==> src/rtl/mem_stage_access_unit.sv <==
// mem_stage_access_unit
// MIPS memory-stage controller: takes the EX/MEM register outputs, runs loads
// and stores over a variable-latency req/ack data bus, stalls the upstream
// pipeline while an access is outstanding and loads the MEM/WB register.
// Every cycle in which the instruction does not retire puts a bubble
// (RegWrite/MemToReg cleared, other fields held) into MEM/WB.
//
// Optional build macro: MEM_ALIGN_CHECK_EN
//   defined   - a misaligned access is dropped in IDLE without touching the bus
//               or stalling; MEM/WB takes a bubble and out_Misaligned pulses.
//   undefined - address bits [1:0] are cleared on the bus, the access proceeds
//               and out_Misaligned is tied to 0.
//
// state  | meaning
// -------+------------------------------------------------------------------
// IDLE   | no bus activity; non-memory ops pass straight into MEM/WB
// ACCESS | mem_req high, waiting for mem_ack or for the timeout to expire

module mem_stage_access_unit #(
   parameter int unsigned TIMEOUT_CYCLES = 16
) (
   input  logic        clk,
   input  logic        reset,
   input  logic        in_Ctrl_RegWrite,
   input  logic        in_Ctrl_MemToReg,
   input  logic        in_Ctrl_MemRead,
   input  logic        in_Ctrl_MemWrite,
   input  logic [4:0]  in_Write_Register,
   input  logic [31:0] in_ALU_Result,
   input  logic [31:0] in_Write_Data,
   output logic        mem_req,
   output logic        mem_we,
   output logic [31:0] mem_addr,
   output logic [31:0] mem_wdata,
   input  logic [31:0] mem_rdata,
   input  logic        mem_ack,
   output logic        stall,
   output logic        out_Ctrl_RegWrite,
   output logic        out_Ctrl_MemToReg,
   output logic [4:0]  out_Write_Register,
   output logic [31:0] out_Read_Data,
   output logic [31:0] out_ALU_Result,
   output logic        out_Bus_Error,
   output logic        out_Misaligned
);

   typedef enum logic {
      S_IDLE   = 1'b0,
      S_ACCESS = 1'b1
   } state_t;

   // Last ACCESS cycle index before the access is abandoned.
   localparam logic [7:0] TCNT_LAST = 8'(TIMEOUT_CYCLES - 1);

   state_t      state;
   state_t      state_nxt;
   logic [7:0]  tcnt;
   logic [7:0]  tcnt_nxt;
   logic        acc;
   logic        in_access;
   logic        ack_hit;
   logic        timeout;
   logic        wb_load;
   logic [31:0] wb_rdata;
   logic        bus_err_nxt;
`ifdef MEM_ALIGN_CHECK_EN
   logic        misaligned;
   logic        misal_nxt;
`endif

   assign acc = in_Ctrl_MemRead | in_Ctrl_MemWrite;

`ifdef MEM_ALIGN_CHECK_EN
   assign misaligned = acc & (in_ALU_Result[1:0] != 2'b00);
`endif

   // Bus drive is qualified by reset so mem_req drops the instant reset asserts.
   assign in_access = reset & (state == S_ACCESS);
   assign mem_req   = in_access;
   assign mem_we    = in_access & in_Ctrl_MemWrite;
   assign mem_addr  = in_access ? {in_ALU_Result[31:2], 2'b00} : 32'h0;
   assign mem_wdata = in_access ? in_Write_Data : 32'h0;

   // Stall holds upstream registers until this instruction actually retires.
`ifdef MEM_ALIGN_CHECK_EN
   assign stall = reset & acc & ~(ack_hit | timeout)
                  & ~((state == S_IDLE) & misaligned);
`else
   assign stall = reset & acc & ~(ack_hit | timeout);
`endif

   // Next-state, timeout counter and MEM/WB load decisions.
   always_comb begin
      state_nxt   = state;
      tcnt_nxt    = tcnt;
      wb_load     = 1'b0;
      wb_rdata    = 32'h0;
      bus_err_nxt = 1'b0;
      ack_hit     = 1'b0;
      timeout     = 1'b0;
`ifdef MEM_ALIGN_CHECK_EN
      misal_nxt   = 1'b0;
`endif
      case (state)
         S_IDLE: begin
            if (!acc) begin
               wb_load = 1'b1;
`ifdef MEM_ALIGN_CHECK_EN
            end else if (misaligned) begin
               misal_nxt = 1'b1;
`endif
            end else begin
               state_nxt = S_ACCESS;
               tcnt_nxt  = 8'h0;
            end
         end
         S_ACCESS: begin
            if (mem_ack) begin
               ack_hit   = 1'b1;
               wb_load   = 1'b1;
               // Combined read+write is treated as a store: no load data.
               wb_rdata  = in_Ctrl_MemWrite ? 32'h0 : mem_rdata;
               state_nxt = S_IDLE;
            end else if (tcnt == TCNT_LAST) begin
               timeout     = 1'b1;
               bus_err_nxt = 1'b1;
               state_nxt   = S_IDLE;
            end else begin
               tcnt_nxt = tcnt + 8'h1;
            end
         end
         default: begin
            state_nxt = S_IDLE;
         end
      endcase
   end

   // State register and timeout counter.
   always_ff @(posedge clk or negedge reset) begin
      if (!reset) begin
         state <= S_IDLE;
         tcnt  <= 8'h0;
      end else begin
         state <= state_nxt;
         tcnt  <= tcnt_nxt;
      end
   end

   // MEM/WB register: full load on retire, bubble (control bits only) otherwise.
   always_ff @(posedge clk or negedge reset) begin
      if (!reset) begin
         out_Ctrl_RegWrite  <= 1'b0;
         out_Ctrl_MemToReg  <= 1'b0;
         out_Write_Register <= 5'h0;
         out_Read_Data      <= 32'h0;
         out_ALU_Result     <= 32'h0;
      end else if (wb_load) begin
         out_Ctrl_RegWrite  <= in_Ctrl_RegWrite;
         out_Ctrl_MemToReg  <= in_Ctrl_MemToReg;
         out_Write_Register <= in_Write_Register;
         out_Read_Data      <= wb_rdata;
         out_ALU_Result     <= in_ALU_Result;
      end else begin
         out_Ctrl_RegWrite  <= 1'b0;
         out_Ctrl_MemToReg  <= 1'b0;
      end
   end

   // Bus-error pulse, one cycle after the timeout cycle.
   always_ff @(posedge clk or negedge reset) begin
      if (!reset) begin
         out_Bus_Error <= 1'b0;
      end else begin
         out_Bus_Error <= bus_err_nxt;
      end
   end

`ifdef MEM_ALIGN_CHECK_EN
   // Misalignment pulse, one cycle after the rejected access.
   always_ff @(posedge clk or negedge reset) begin
      if (!reset) begin
         out_Misaligned <= 1'b0;
      end else begin
         out_Misaligned <= misal_nxt;
      end
   end
`else
   assign out_Misaligned = 1'b0;
`endif

endmodule
==> config.mk <==
export PLATFORM = sky130hd
export DESIGN_NAME = mem_stage_access_unit
export DESIGN_NICKNAME = d
export VERILOG_FILES = /design/src/rtl/mem_stage_access_unit.sv
export SDC_FILE = /design/constraint.sdc
export NUM_CORES = 1
export LEC_CHECK = 0
export BUFFER_PORTS_ARGS = -buffer_cell sky130_fd_sc_hd__buf_2
export CAP_MARGIN = 15
export CORE_AREA = 8 8 107 109
export CTS_BUF_LIST = sky130_fd_sc_hd__clkbuf_8
export DETAILED_ROUTE_END_ITERATION = 10
export DIE_AREA = 0 0 115 117
export PLACE_DENSITY_LB_ADDON = 0.12
export SETUP_SLACK_MARGIN = 0.02
export SLEW_MARGIN = 20
export SYNTH_ARGS = -nofsm -noshare
export SYNTH_HDL_FRONTEND = slang
export SYNTH_SLANG_ARGS = --single-unit
==> constraint.sdc <==
create_clock -name clk -period 1.5 [get_ports clk]
set_clock_uncertainty 0.05 [all_clocks]
set_input_delay 0.375 -clock clk [delete_from_list [all_inputs] [get_ports clk]]
set_output_delay 0.375 -clock clk [all_outputs]
set_load 0.02 [all_outputs]
==> flow_results.org <==
** Outcome
- Status :: finished with violations
- Violations in the final reports :: negative setup slack

** Finish
- Filler instances :: 706
- The number of antenna diodes in the final layout is 0.
- For this run, the post-layout net count is 703.
- Fin util :: 72.4%
- Commonest cells after routing, fill and taps aside :: sky130_fd_sc_hd__buf_2 (178), sky130_fd_sc_hd__dfrtp_1 (80), sky130_fd_sc_hd__buf_6 (76), sky130_fd_sc_hd__and3_4 (62), sky130_fd_sc_hd__mux2_4 (37)
- After routing the design area is 7170 um2.
- Leading cell type in the layout, fill and taps excluded :: sky130_fd_sc_hd__buf_2
- Area growth from synthesis to layout :: 91.7%
- The post-route netlist has 75.1% of its cells at a drive strength greater than 1.

** Floorplan
- The floorplan step set the die width to 115 um.
- Once the floorplan was initialized, standard cells occupied 37.8% of the core.
- Row count :: 37
- The region available for standard cell placement spans 9910 um2.
- In this run the count of I/O pins placed on the die edge is 248.
- Y dimension of the die :: 117 um
- Total die area :: 13500 um2

** Global route
- In the global route stage, met2 resource usage came out at 37.6%.
- Number of antenna violations at the first check in global routing :: 0
- GRT met1 Usage :: 26.4%
- The first global-routing pass estimated 22200 um of wire.
- Via count of the first global-routing pass :: 3864
- Global routing used 22.0% of the available tracks.
- For met3 alone, demand over resource in global routing was 4.77%.
- After global routing the overflow that remains totals 0.
- Entering global routing, the biggest net connects 34 pins.
- In this run the most used layer during global routing was met2.

** STA
- The number of pins exceeding their max-slew limit in the final report is 0.
- Unrepaired setup endpoints after global routing :: true
- The total count of hold-check failures in the final report came to 0.
- Setup violation total in the final timing report :: 145
- Minimum setup slack in the final design :: -0.494 ns
- In the finished design, the share of the clock period the worst path needs comes to 133%.
- Post-route minimum period :: 1.99 ns
- Worst-case hold slack :: 0.0149 ns
- Timing would allow up to 502 MHz.

** Power and ir drop
- Ratio of total power to cell area :: 1410 nW/um2
- Pleak :: 0.00373 uW
- Total power for the finished layout comes to 10100 uW.
- Largest voltage drop on the vdd net :: 739 uV

** Place
- Placement Cell Area :: 5360 um2
- The congestion estimate from routability-driven global placement came to 0.785.
- Detailed placement finished with a half-perimeter wire length of 9700 um.
- Number of buffers added on ports :: 244
- Prior to clock tree synthesis, the placed netlist has a worst setup slack of -0.121 ns.

** Yosys
- In this run, synthesis inferred 0 flip-flops with an integrated enable.
- Sequential-to-total area share from yosys stat :: 54.2%
- Top cell type's share of synthesized area :: 54.2%
- Synthesis produced 291 cells.
- Post-synth top flop :: sky130_fd_sc_hd__dfrtp_1
- Of all cell types, the one taking the most synthesized area is sky130_fd_sc_hd__dfrtp_1.
- In this run the mean area of a mapped cell was 12.9 um2.
- For this run, asynchronously set or reset flops after synthesis account for 100%.
- Cell area after synthesis :: 3740 um2
- Library cells used by synthesis :: 38
- In this run, synthesis produced a sequential element count of 81.
- The Yosys step of the flow raised 0 warnings.
- Synth area leaders :: sky130_fd_sc_hd__dfrtp_1 (54%), sky130_fd_sc_hd__mux2_4 (14%), sky130_fd_sc_hd__and3_1 (11%)

** Setup path
- The number of cells on the worst reg-to-reg path is 5.
- Element type at the critical path end :: primary output
- The slowest stage of the critical path belongs to the cell sky130_fd_sc_hd__dfrtp_1.
- Across all register-to-register paths, the minimum setup slack is -0.37 ns.
- In this run the worst setup path begins at tcnt[0]$_DFFE_PN0P_.
- The startpoint identified for the worst register-to-register timing path is state$_DFF_PN0_.
- Crit path launch type :: register
- Data on the critical path arrives at its endpoint at 1.57 ns.
- Sequence of cells on the critical path :: ha_2 > and3_4 > a21o_1 > a21oi_4 > buf_6
- Maximum fanout along the worst path :: 2
- The worst setup path is of the reg -> out kind.
- For the worst setup path, the data required time is 1.07 ns.
- On the worst path, the slowest cell contributes a delay of 0.40 ns.
- Worst r2r dst :: out_ALU_Result[26]$_DFFE_PN0N_

** Clock network
- Cell chosen for the clock root :: sky130_fd_sc_hd__clkbuf_8
- TritonCTS built the clock tree.
- CTS buffer count :: 9
- The H-tree was split into 3 levels.
- Clock transition at the registers of the reported paths :: 0.08 ns
- CTS Buffer Depth :: 2
- TritonCTS sink count :: 81
- Worst-skew pair later-pin latency :: 0.35 ns

** Detailed routing
- After detailed routing, the average wire length per cell comes to 23.4 um.
- For this run, the detailed router's first-pass iteration total came to 4.
- For this run, design rule violations remaining after detail routing come to 0.
- Vias :: 3785
- Using the TritonRoute via totals, the vias-per-cell ratio works out to 5.15.
- In this run, the number of DRC markers left after iteration 0 of detailed routing was 183.
- The final layout contains routed wiring with a total length of 17200 um.
- Remaining antenna violation count :: 0

** Worst hold path
- The min-delay analysis places its worst path in the category in -> async.

** Job
- Max-cap violations in this run came to 0.
## registers in the layout, summed over array words and instances, names as in the netlist
name,flops
out_ALU_Result,32
out_Read_Data,32
tcnt,8
out_Write_Register,5
out_Bus_Error,1
out_Ctrl_MemToReg,1
out_Ctrl_RegWrite,1
state,1
## through the flow
step | std cells | setup TNS, ns
final | 735 | -47.71
after global routing | 735 | -52.94
after CTS | 726 | -37.21
after detailed placement | 675 | -4.37
after global placement | 675 | -3.24
after floorplan | 293 | -0.0446
## synth_stat cells, types with 3 or more instances
cell type and n:
sky130_fd_sc_hd__dfrtp_1 81, sky130_fd_sc_hd__and3_1 64, sky130_fd_sc_hd__mux2_4 35, sky130_fd_sc_hd__a22o_1 32
sky130_fd_sc_hd__clkbuf_1 14, sky130_fd_sc_hd__buf_2 6, sky130_fd_sc_hd__nand2_1 6, sky130_fd_sc_hd__buf_6 5
sky130_fd_sc_hd__buf_4 4, sky130_fd_sc_hd__inv_1 3, sky130_fd_sc_hd__mux2i_1 3, sky130_fd_sc_hd__nand3_1 3
## timing repair
action / in CTS / in global routing
setup buffers: 15 / 8
gates cloned: 18 / 7
endpoints found under the setup margin: 139 / 143
pin swaps: 12 / 31
hold endpoints to repair: 7 / 0
hold buffers: 2 / 0
resized for setup: 119 / 129
## worst max path at each step
| stage | endpoint | slack, ns | cells past startpoint |
|---|---|---|---|
| 2_1_floorplan | stall | -0.04 | 4 |
| 3_3_place_gp | stall | -0.11 | 5 |
| 3_5_place_dp | stall | -0.12 | 5 |
| 4_1_cts | stall | -0.46 | 5 |
| 5_1_grt | stall | -0.55 | 5 |
| 6_report | stall | -0.49 | 5 |
## kinds of logic after synthesis
family,synth area share [%]
AOI/OAI and AO/OA,10.5
muxes,15.4
buffers and inverters,4.81
adders and majority gates,0.334
DFF,54.2
other,0.100
and+or+nand+nor,14.6
## layout make-up
cell class | count | area, um2 | area share [%]
inverter | 3 | 11.3 | 0.157
sequential | 81 | 2030 | 28.3
timing repair buffer | 318 | 2760 | 38.5
clock buffer | 10 | 138 | 1.92
tap | 136 | 170 | 2.37
multi-input combinational | 181 | 1980 | 27.6
clock inverter | 6 | 83.8 | 1.17
## worst max-delay path: cells and delay by family, from the launching register on
kind | cells | cell delay [ns]
buffers and inverters | 1 | 0.13
flip-flops | 1 | 0.40
AND/OR/NAND/NOR | 1 | 0.18
AO/OA/AOI/OAI | 2 | 0.31
adder cells (fa/ha/maj) | 1 | 0.20
## report_power, final
part           internal (uW)  switching [uW]
Clock                    975             800
Combinational           2780            2490
Sequential              2730             355
## layer usage
metal  vias to the layer above  wire length (um)
li1                       1687                 -
met1                      1912              6600
met2                       164              9160
met3                        22              1190
met4                         0               273
met5                         -                 0
Power figures use the tool's default switching activity.
